## src/rtl/updown_counter_param.sv

```systemverilog
// rtl/updown_counter_param.sv - parametrised up/down counter with load/clear, wrap-or-saturate and event flags
// Optional snapshot capture port enabled by UPDOWN_COUNTER_SNAPSHOT_EN.
module updown_counter_param #(
   parameter int unsigned             WIDTH     = 16,
   parameter logic [WIDTH-1:0]        MAX_COUNT = {WIDTH{1'b1}},
   parameter bit                      SATURATE  = 1'b0
) (
   input  logic             clk,
   input  logic             reset,
   input  logic             clear,
   input  logic             load,
   input  logic [WIDTH-1:0] load_value,
   input  logic             enable,
   input  logic             up_dn,
   output logic [WIDTH-1:0] count,
   output logic             tc,
   output logic             wrap,
   output logic             overflow
`ifdef UPDOWN_COUNTER_SNAPSHOT_EN
   ,
   input  logic             snap,
   output logic [WIDTH-1:0] snap_count,
   output logic             snap_valid
`endif
);

   logic [WIDTH-1:0] count_q, count_d;
   logic             wrap_q, wrap_d;
   logic             overflow_q, overflow_d;
   logic             at_max, at_zero;

   assign at_max  = (count_q == MAX_COUNT);
   assign at_zero = (count_q == '0);

   always_comb begin
      count_d    = count_q;
      wrap_d     = 1'b0;
      overflow_d = overflow_q;
      if (clear) begin
         count_d    = '0;
         overflow_d = 1'b0;
      end else if (load) begin
         count_d = (load_value > MAX_COUNT) ? MAX_COUNT : load_value;
      end else if (enable) begin
         if (up_dn) begin
            if (at_max) begin
               count_d    = SATURATE ? MAX_COUNT : '0;
               wrap_d     = 1'b1;
               overflow_d = 1'b1;
            end else begin
               count_d = count_q + 1'b1;
            end
         end else begin
            if (at_zero) begin
               count_d    = SATURATE ? '0 : MAX_COUNT;
               wrap_d     = 1'b1;
               overflow_d = 1'b1;
            end else begin
               count_d = count_q - 1'b1;
            end
         end
      end
   end

   always_ff @(posedge clk or negedge reset) begin
      if (!reset) begin
         count_q    <= '0;
         wrap_q     <= 1'b0;
         overflow_q <= 1'b0;
      end else begin
         count_q    <= count_d;
         wrap_q     <= wrap_d;
         overflow_q <= overflow_d;
      end
   end

   assign count    = count_q;
   assign wrap     = wrap_q;
   assign overflow = overflow_q;
   assign tc       = enable & ((up_dn & at_max) | (~up_dn & at_zero));

`ifdef UPDOWN_COUNTER_SNAPSHOT_EN
   logic [WIDTH-1:0] snap_count_q, snap_count_d;
   logic             snap_valid_q;

   // Captures the pre-update count regardless of clear/load on the same edge.
   assign snap_count_d = snap ? count_q : snap_count_q;

   always_ff @(posedge clk or negedge reset) begin
      if (!reset) begin
         snap_count_q <= '0;
         snap_valid_q <= 1'b0;
      end else begin
         snap_count_q <= snap_count_d;
         snap_valid_q <= snap;
      end
   end

   assign snap_count = snap_count_q;
   assign snap_valid = snap_valid_q;
`endif

endmodule

```

## config.mk

```make
export PLATFORM = sky130hd
export DESIGN_NAME = updown_counter_param
export DESIGN_NICKNAME = d
export VERILOG_FILES = /design/src/rtl/updown_counter_param.sv
export SDC_FILE = /design/constraint.sdc
export NUM_CORES = 1
export LEC_CHECK = 0
export BUFFER_PORTS_ARGS = -buffer_cell sky130_fd_sc_hd__buf_4
export CAP_MARGIN = 20
export CORE_MARGIN = 2
export CORE_UTILIZATION = 49
export CTS_CLUSTER_SIZE = 10
export DETAILED_ROUTE_END_ITERATION = 10
export GPL_ROUTABILITY_DRIVEN = 0
export PLACE_DENSITY = 0.71
export SETUP_SLACK_MARGIN = 0.05
export SLEW_MARGIN = 20
export SYNTH_ARGS = -nofsm -noshare
export SYNTH_HDL_FRONTEND = slang
export SYNTH_SLANG_ARGS = --single-unit
export TNS_END_PERCENT = 30
```

## constraint.sdc

```tcl
create_clock -name clk -period 6.1 [get_ports clk]
set_input_delay 0.61 -clock clk [delete_from_list [all_inputs] [get_ports clk]]
set_output_delay 0.61 -clock clk [all_outputs]
set_load 0.02 [all_outputs]
```

==> impl_metrics.json, run 1 <==
{
  "yosysUniqueCellTypes": 51,
  "critPathLaunchType": "register",
  "cp-end-kind": "output pin",
  "synth_seq_cells": 18,
  "cts_root_buf": "clkbuf_4",
  "synth_edf_count": 0,
  "ys_top_cells_by_area": "dfrtp_1 (26%), xnor2_1 (5.6%), a21oi_1 (4.1%), nand2_1 (3.7%), xor2_1 (3.6%)",
  "drive_gt1_share_pct": 23.3,
  "grt_max_degree": 21,
  "combPwrFrac_pct": 40.1,
  "hold_viol": 0,
  "initial_core_util_pct": 51.3,
  "syn_nets": 239,
  "drv_slew": 0,
  "grt-ovfl-total": 0,
  "synth_top_flop_cell": "dfrtp_1",
  "tightest_slew_ns": 0.663,
  "cts.reportedPaths.clkPinSlew_ns": 0.12,
  "synthSimpleGateAreaFrac_pct": 25.3,
  "wl_per_cell_um": 16.8,
  "ant_nets": 0,
  "fin_util_pct": 60.7,
  "rsz0062_at_grt": "no",
  "p_per_area_mw_per_mm2": 181,
  "cts-buffers-inserted": 3,
  "synth-xor-area-share_pct": 9.20,
  "coreArea_mm2": 0.00334,
  "cap_violations": 0,
  "clockBufferDepth": 2,
  "holdWs_ns": 0.144,
  "p_clk_share_pct": 17.7,
  "asyncSetResetFlopFracSynth_pct": 100,
  "synth_compound_area_share_pct": 29.5,
  "cts_resized": 0,
  "netSwitchingFraction_pct": 40.8,
  "critPathKind": "reg2out",
  "finClkSkew_ns": 0.0113,
  "die_h_um": 63.1,
  "leakagePower_nw": 0.866,
  "numPortBuffers": 40,
  "drc": 0,
  "crit_chain": "ha_1 > nand3_1 > nor4_2 > nand4_1 > nand2_1 > and3_1 > buf_4",
  "synthesis.instances": 214,
  "grt_pass1_vias": 1617,
  "cts_setup_buffers": 0,
  "ios": 41,
  "setup_viol": 0,
  "globalRouteTotalUtil_pct": 25.2,
  "antenna_found_initial": 0,
  "drtIter0Drc": 134,
  "synth_warnings": 0,
  "max-vdd-ir-drop_v": 0.0000984,
  "syn_area_per_cell_um2": 8.00,
  "fillers": 304,
  "period_share_pct": 51.0,
  "seqPwrFrac_pct": 42.2,
  "max_freq_mhz": 321,
  "synthAdderAreaFrac_pct": 2.19,
  "setup_tns_ns": 0,
  "max_slew_margin_pct": 55.6,
  "hpwl_um": 3580,
  "die-area_mm2": 0.00398,
  "synthMuxAreaShare_pct": 1.17,
  "totalWireLength_um": 4790,
  "synth_top_family_by_area": "compound AO/OA/AOI/OAI gates",
  "num_vias": 1844,
  "worstPathArrival_ns": 2.50,
  "slowest_stage": "nor4_2",
  "synth_top_area_share_pct": 26.3,
  "slowest_delay_ns": 0.54,
  "outcome": "finished clean",
  "drt-vias-per-instance": 6.45,
  "synthTopCellsByCount": "dfrtp_1 (18), nand2_1 (17), a21oi_1 (14), nor2_1 (14), clkbuf_1 (12)",
  "rows": 21,
  "grt_pass1_wl_um": 8010,
  "power_switching_uw": 149,
  "yosysSeqAreaShare_pct": 26.3,
  "cts_hold_buf": 0,
  "hp-class": "in2async",
  "die_w_um": 63.1,
  "n_antenna_cell": 0,
  "drt_pass1_iterations": 4,
  "period_needed_ns": 3.11,
  "worstPathMaxFanout": 10,
  "synthMostInstantiatedCell": "dfrtp_1",
  "syn_to_final_growth_pct": 18.2,
  "power_uw": 366,
  "syn_area_mm2": 0.00171,
  "clock_latency_ns": 0.31,
  "fin_nets": 267,
  "htree_levels": 1,
  "cts_tree": "done",
  "yosys.area.top_type": "dfrtp_1",
  "internal-power_uw": 217,
  "clock-sinks": 18,
  "crit_required_ns": 5.49
}
[cells by family after synthesis]
logic type	after synthesis
flip-flops	18
adder cells (fa/ha/maj)	3
buffers and inverters	24
multiplexers	2
AO/OA/AOI/OAI	70
XOR/XNOR	18
AND/OR/NAND/NOR	79
[worst paths after layout]
check	slack, ns	cells after the start	end	from
setup / recovery	2.99	7	tc	count[0]
hold / removal	0.14	1	count[14]	reset
setup reg to reg	3.69	6	overflow	count[0]
hold reg to reg	0.50	1	overflow	overflow
max in group asynchronous	5.74	1	count[0]	reset
min in group clk	0.50	1	overflow	overflow
[power groups by stage]
| stage | clock network, mW | registers, mW | logic [mW] |
|---|---|---|---|
| CTS | 0.0647 | 0.154 | 0.147 |
| detailed placement | 0 | 0.157 | 0.146 |
| global route | 0.0700 | 0.158 | 0.161 |
| global placement | 0 | 0.156 | 0.147 |
| floorplan | 0 | 0.153 | 0.105 |
| finish | 0.0647 | 0.155 | 0.147 |
[stage by stage]
stage / cell area [um^2] / setup slack, ns / cells
floorplan: 1710 / 3.51 / 214
global placement: 2000 / 3.49 / 283
detailed placement: 2000 / 3.39 / 283
CTS: 2020 / 3.04 / 286
global route: 2020 / 2.79 / 286
finish: 2020 / 2.99 / 286
[state kept, by name (all words and copies together), names as in the netlist]
register and cells:
overflow 1, count 16, wrap 1
[critical path, delay by kind of cell (launching register included)]
kind | cells | cell delay, ns
buffers and inverters | 1 | 0.14
DFF | 1 | 0.52
adders and majority gates | 1 | 0.25
and+or+nand+nor | 5 | 1.30
[routing by layer]
layer | track usage [%] | up-vias | wire (um)
met3 | 3.93 | 12 | 378
met4 | 8.61 | 0 | 104
met5 | 0 | - | 0
met2 | 41.6 | 92 | 2230
li1 | - | 870 | -
met1 | 33.4 | 870 | 2080
[cell usage in the layout, fill, tap and decap left out, drive strengths merged, types with 2 or more instances in the layout]
cell type | Yosys | layout
a31oi | 3 | 3
a21o | 6 | 6
a221o | 4 | 4
clkbuf | 12 | 3
xnor2 | 11 | 11
inv | 5 | 5
nand4 | 5 | 5
a211oi | 3 | 3
a22o | 3 | 3
a221oi | 3 | 3
ha | 3 | 3
a22oi | 7 | 7
or2 | 2 | 2
a2111oi | 3 | 3
nand2 | 17 | 17
or3 | 2 | 2
o22ai | 3 | 3
xor2 | 7 | 7
o31ai | 2 | 2
nand3 | 9 | 9
dfrtp | 18 | 18
o21ai | 11 | 11
buf | 7 | 42
nand2b | 2 | 2
nor2 | 14 | 14
a21oi | 15 | 15
mux2i | 2 | 2
or4 | 3 | 3
nor3 | 7 | 7
and3 | 4 | 4
nor4 | 10 | 10
[area by class of cell]
type / instances / area (um^2) / share of cell area [%]
Timing Repair Buffer: 42 / 315 / 15.6
Sequential cell: 18 / 450 / 22.2
Multi-Input combinational cell: 172 / 1160 / 57.3
Clock buffer: 3 / 22.5 / 1.11
Inverter: 5 / 18.8 / 0.927
Tap cell: 46 / 57.6 / 2.84
(Power assumes the default switching activity.)
==> run 2, diff against run 1 <==
--- a/config.mk
+++ b/config.mk
@@ -12,7 +12,7 @@
 export CTS_CLUSTER_SIZE = 10
 export DETAILED_ROUTE_END_ITERATION = 10
 export GPL_ROUTABILITY_DRIVEN = 0
-export PLACE_DENSITY = 0.71
+export PLACE_DENSITY = 0.74
 export SETUP_SLACK_MARGIN = 0.05
 export SLEW_MARGIN = 20
 export SYNTH_ARGS = -nofsm -noshare
==> constraint.sdc (replaced) <==
create_clock -name clk -period 2.5 [get_ports clk]
set_input_delay 0.25 -clock clk [delete_from_list [all_inputs] [get_ports clk]]
set_output_delay 0.25 -clock clk [all_outputs]
set_load 0.02 [all_outputs]
==> run 2 against run 1 <==
Effect of this change: global-route usage increased by 2.7 points; count of clock-buffer cells in the layout unchanged; core utilization increased by 5.0 points; final area increased by 8.3%; critical path depth unchanged; die area unchanged; non-clock buffer count increased by 20; via count increased by 1.8%; sequential share of layout area decreased by 1.5 points; combinational power increased to 3.0 times the previous value; setup slack got worse by 2.8 ns; clock power increased by 130%; critical endpoint unchanged.
==> impl_metrics.json, run 2 (synthesis gave the netlist of run 1 again) <==
{
  "outcome": "finished clean",
  "die_w_um": 63.1,
  "slowest_stage": "dfrtp_2",
  "pre_cts_ws_ns": 0.224,
  "cts-buffers-inserted": 3,
  "totalWireLength_um": 5340,
  "hold_viol": 0,
  "power_uw": 941,
  "cts_tree": "done",
  "globalRouteTotalUtil_pct": 27.9,
  "cp-end-kind": "output pin",
  "num_vias": 1877,
  "power_switching_uw": 373,
  "clock_latency_ns": 0.30,
  "rows": 21,
  "grt-ovfl-total": 0,
  "combPwrFrac_pct": 46.8,
  "fin_nets": 287,
  "cts.reportedPaths.clkPinSlew_ns": 0.10,
  "n_antenna_cell": 0,
  "timing.rr.end": "count[2]",
  "grt_pass1_wl_um": 8780,
  "drtIter0Drc": 121,
  "ant_nets": 0,
  "min_from": "clear",
  "max_freq_mhz": 435,
  "max_slew_margin_pct": 50.1,
  "hpwl_um": 3810,
  "drv_slew": 0,
  "crit_chain": "ha_1 > nand3_1 > nor4_2 > nand4_1 > nand2_1 > and3_1 > buf_4",
  "drive_gt1_share_pct": 30.8,
  "numPortBuffers": 40,
  "drc": 0,
  "slowest_delay_ns": 0.42,
  "fillers": 325,
  "final_common_cell": "buf_4",
  "drt_pass1_iterations": 4,
  "worstPathArrival_ns": 2.05,
  "p_per_area_mw_per_mm2": 429,
  "ios": 41,
  "clockBufferDepth": 2,
  "die_h_um": 63.1,
  "syn_to_final_growth_pct": 28.0,
  "setup_viol": 0,
  "cap_violations": 0,
  "die-area_mm2": 0.00398,
  "final_cell_mix": "buf_4 (61), nand2_1 (17), dfrtp_1 (15)",
  "leakagePower_nw": 0.965,
  "tightest_slew_ns": 0.744,
  "cts_root_buf": "clkbuf_4",
  "max-vdd-ir-drop_v": 0.000340,
  "seqPwrFrac_pct": 37.4,
  "finalWorstSetupSlack_ns": 0.201,
  "critPathKind": "reg2out",
  "hold_path_depth": 2,
  "finClkSkew_ns": 0.00436,
  "worstHoldEndpoint": "count[3]",
  "netSwitchingFraction_pct": 39.7,
  "r2r-start": "count[5]",
  "worstPathMaxFanout": 6,
  "drt-vias-per-instance": 6.13,
  "grt_pass1_vias": 1821,
  "rsz0062_at_grt": "no",
  "htree_levels": 1,
  "wl_per_cell_um": 17.5,
  "clock-sinks": 18,
  "largest_reg_flops": 16,
  "rr_worst_depth": 6,
  "grt_max_degree": 21,
  "period_share_pct": 92.0,
  "hp-class": "in2reg",
  "crit_required_ns": 2.25,
  "critPathLaunchType": "register",
  "reg2reg_slack_ns": 0.30,
  "setup_tns_ns": 0,
  "coreArea_mm2": 0.00334,
  "initial_core_util_pct": 51.3,
  "antenna_found_initial": 0,
  "period_needed_ns": 2.30,
  "internal-power_uw": 568,
  "p_clk_share_pct": 15.8,
  "holdWs_ns": 0.144
}
-- run 2: timing repair --
action / in CTS / in global routing
endpoints found under the hold margin: 18 / 0
setup endpoints to repair: 1 / 1
buffers inserted: 2 / 5
hold buffers: 1 / 0
pin swaps: 2 / 1
resized for setup: 6 / 0
-- run 2: how the worst max path moves through the flow --
stage / start / endpoint / slack, ns / cells past startpoint
floorplan: count[5] / tc / 0.27 / 6
global placement: count[0] / tc / 0.28 / 7
detailed placement: count[0] / tc / 0.22 / 7
CTS: count[0] / tc / 0.06 / 7
global route: count[1] / tc / 0.05 / 7
finish: count[1] / tc / 0.20 / 7
-- run 2: metal layers --
layer	global-route usage, %	wire, um	vias to the layer above
met3	4.64	459	11
li1	-	-	902
met4	8.61	79	0
met2	44.8	2490	92
met1	38.3	2320	872
met5	0	0	-
-- run 2: area by class of cell --
cell class | instances | area [um^2] | share of cell area, %
multi-input cells | 172 | 1170 | 53.4
flip-flops and latches | 18 | 454 | 20.7
repair buffers | 62 | 468 | 21.3
inverters | 5 | 18.8 | 0.856
clock buffers | 3 | 22.5 | 1.03
well taps | 46 | 57.6 | 2.63
-- run 2: power groups by stage --
stage	clock, mW	sequential [mW]	combinational [mW]
floorplan	0	0.373	0.255
global placement	0	0.358	0.404
detailed placement	0	0.358	0.408
CTS	0.156	0.354	0.421
global route	0.168	0.355	0.479
finish	0.149	0.351	0.440
-- run 2: critical path, delay by kind of cell, from the launching register on --
family / cells / cell delay [ns]
buffers and inverters: 1 / 0.14
adder cells (fa/ha/maj): 1 / 0.21
AND/OR/NAND/NOR: 5 / 0.99
flip-flops: 1 / 0.42
-- run 2: metrics by stage --
stage               area (um^2)  std cells  util, %
floorplan                  1710        214        -
global placement           2090        295     62.7
detailed placement         2090        295     62.7
CTS                        2150        301     64.6
global route               2190        306     65.7
finish                     2190        306     65.7
==> run 3, diff against run 2 <==
--- a/config.mk
+++ b/config.mk
@@ -5,6 +5,7 @@
 export SDC_FILE = /design/constraint.sdc
 export NUM_CORES = 1
 export LEC_CHECK = 0
+export ABC_AREA = 1
 export BUFFER_PORTS_ARGS = -buffer_cell sky130_fd_sc_hd__buf_4
 export CAP_MARGIN = 20
 export CORE_MARGIN = 2
@@ -12,7 +13,8 @@
 export CTS_CLUSTER_SIZE = 10
 export DETAILED_ROUTE_END_ITERATION = 10
 export GPL_ROUTABILITY_DRIVEN = 0
-export PLACE_DENSITY = 0.74
+export GPL_TIMING_DRIVEN = 0
+export PLACE_DENSITY = 0.72
 export SETUP_SLACK_MARGIN = 0.05
 export SLEW_MARGIN = 20
 export SYNTH_ARGS = -nofsm -noshare
==> run 3 against run 2 <==
Effect of this change: first-iteration DRC count is 53% higher; critical path depth rose by 1; final area increased by 13%; clock skew down 0.00065 ns; hold slack improved by 0.22 ns; register-to-register slack better by 0.19 ns; fmax is 4.0% higher; die area rose by 20%; routed wire length increased by 7.3%; combinational power rose by 14%; critical endpoint unchanged; largest cell class unchanged; highest routed layer unchanged.
==> impl_metrics.json, run 3 <==
{
  "drv_slew": 0,
  "synthAdderAreaFrac_pct": 1.80,
  "hp-class": "in2reg",
  "synth_top_flop_cell": "dfrtp_1",
  "die-area_mm2": 0.00479,
  "synth_top_family_by_area": "simple AND/OR/NAND/NOR gates",
  "cts_resized": 0,
  "drtIter0Drc": 185,
  "die_h_um": 69.2,
  "globalRouteTotalUtil_pct": 24.4,
  "yosys.area.top_type": "dfrtp_1",
  "max_freq_mhz": 452,
  "seq_area_um2": 450,
  "synth_edf_count": 0,
  "die_w_um": 69.2,
  "numPortBuffers": 38,
  "grt_max_degree": 19,
  "slowest_stage": "dfrtp_1",
  "asyncSetResetFlopFracSynth_pct": 100,
  "drc": 0,
  "drive_gt1_share_pct": 22.9,
  "yosysSeqAreaShare_pct": 21.6,
  "clock_latency_ns": 0.25,
  "grt_pass1_vias": 2078,
  "hpwl_um": 4480,
  "tightest_slew_ns": 0.534,
  "initial_core_util_pct": 51.3,
  "setup_tns_ns": 0,
  "synth_compound_area_share_pct": 8.77,
  "cts_root_buf": "clkbuf_8",
  "drt_pass1_iterations": 5,
  "yosysUniqueCellTypes": 30,
  "syn_to_final_growth_pct": 19.2,
  "dpl_cell_area_mm2": 0.00243,
  "largest_reg_flops": 16,
  "final_common_cell": "nand2_1",
  "pre_cts_ws_ns": 0.550,
  "max-vdd-ir-drop_v": 0.000355,
  "final_area_mm2": 0.00248,
  "crit_chain": "ha_1 > nand3_1 > inv_2 > nand2_2 > nor2_4 > nor2_2 > nor3_4 > buf_4",
  "syn_area_mm2": 0.00208,
  "critPathLaunchType": "register",
  "crit_family": "simple AND/OR/NAND/NOR gates",
  "critPathKind": "reg2out",
  "fillers": 400,
  "rows": 23,
  "synthesis.instances": 346,
  "fin_nets": 415,
  "p_per_area_mw_per_mm2": 428,
  "worstPathBufferInverterCount": 2,
  "grt_pass1_wl_um": 9640,
  "period_share_pct": 88.4,
  "finalWorstSetupSlack_ns": 0.290,
  "synth_seq_cells": 18,
  "syn_area_per_cell_um2": 6.02,
  "synth-xor-area-share_pct": 2.52,
  "cts_tree": "done",
  "worstPathArrival_ns": 1.96,
  "rsz0062_at_grt": "no",
  "worstPathMaxFanout": 9,
  "htree_levels": 1,
  "max_slew_margin_pct": 64.4,
  "cap_violations": 0,
  "outcome": "finished clean",
  "finClkSkew_ns": 0.00371,
  "synthMostInstantiatedCell": "nand2_1",
  "antenna_found_initial": 0,
  "cts.reportedPaths.clkPinSlew_ns": 0.06,
  "ant_nets": 0,
  "wl_per_cell_um": 13.1,
  "ys_top_cells_by_area": "dfrtp_1 (22%), nand2_1 (17%), nand3_1 (12%), nor2_1 (8.5%), inv_1 (7.0%)",
  "num_vias": 2286,
  "drt-vias-per-instance": 5.22,
  "syn_nets": 371,
  "grt-ovfl-total": 0,
  "clock-sinks": 18,
  "synthTopCellsByCount": "nand2_1 (95), nand3_1 (52), nor2_1 (47)",
  "totalWireLength_um": 5730,
  "final_cell_mix": "nand2_1 (95), nand3_1 (52), nor2_1 (47)",
  "n_antenna_cell": 0,
  "synth_warnings": 0,
  "hold_viol": 0,
  "clockBufferDepth": 2,
  "synth_top_area_share_pct": 21.6,
  "crit_required_ns": 2.25,
  "reg2reg_slack_ns": 0.49,
  "cp-end-kind": "output pin",
  "multi_input_area_mm2": 0.00135,
  "coreArea_mm2": 0.00406,
  "slowest_delay_ns": 0.52,
  "synthMuxAreaShare_pct": 0,
  "power_mw": 1.06,
  "synthSimpleGateAreaFrac_pct": 51.8,
  "leakagePower_nw": 1.24,
  "cts-buffers-inserted": 3,
  "setup_viol": 0,
  "period_needed_ns": 2.21,
  "ios": 41
}
[run 3: changes by cell type after synthesis, sizes merged, moves of 4 or more]
| cell | delta |
|---|---|
| nor2 | +47 |
| nand2 | +85 |
| a21oi | +5 |
| inv | +36 |
| nor3 | -6 |
| nand3 | +48 |
| xnor2 | -9 |
| nor4 | -10 |
| a221o | -4 |
| buf | +4 |
| and3 | -4 |
| a21o | -5 |
| clkbuf | -5 |
| a22oi | -7 |
[run 3: stage by stage]
stage,utilization [%],std cells,hold WS (ns)
2_1_floorplan,-,346,-0.0456
3_3_place_gp,59.9,434,0.134
4_1_cts,61.2,438,0.357
3_5_place_dp,59.9,434,0.135
5_1_grt,61.2,438,0.365
6_report,61.2,438,0.360
[run 3: final cells by class]
type / count / share of cell area [%]
buffer: 18 / 4.99
clock buffer: 3 / 1.66
inverter: 42 / 6.35
multi-input combinational: 268 / 54.4
sequential: 18 / 18.1
tap: 50 / 2.52
timing repair buffer: 39 / 11.9
[run 3: logic make-up after synthesis]
group	after synthesis
and+or+nand+nor	229
buffers and inverters	60
AOI/OAI and AO/OA	30
DFF	18
xor gates and xnor gates	6
adders and majority gates	3
[run 3: per-layer routing]
metal	vias up	global-route usage, %	share of wire, %	routed length [um]
met5	-	0	0	0
met4	0	5.23	0.84	48
met3	9	2.76	6.5	370
met2	82	39.5	45	2570
met1	1019	35.0	48	2750
li1	1176	-	-	-
[run 3: worst reg2reg max path, stage by stage (launching register included)]
cell and delay (ns):
dfrtp_1 0.48, ha_1 0.28, nand3_1 0.17, nor2_1 0.13
nand4_1 0.09, nor2_1 0.05, nor2_2 0.34, nand3_1 0.21
a21oi_1 0.19
[run 3: report_power, final]
group          internal, mW  switching [mW]
Combinational         0.194           0.307
Clock                 0.107          0.0884
Sequential            0.320          0.0452
Total                 0.621           0.441
[run 3: worst paths after layout]
kind                               start  endpoint  cells after the start
min in group asynchronous          reset      wrap                      2
hold / removal             load_value[0]  count[0]                      5
hold reg to reg                 overflow  overflow                      2
setup / recovery                count[0]        tc                      8
setup reg to reg                count[0]  count[9]                      8
max in group asynchronous          reset  count[2]                      2
[run 3: repair_timing]
| item | CTS | global route |
|---|---|---|
| hold endpoints to repair | 18 | 0 |
| hold buffers | 1 | 0 |
| buffers inserted | 0 | 0 |
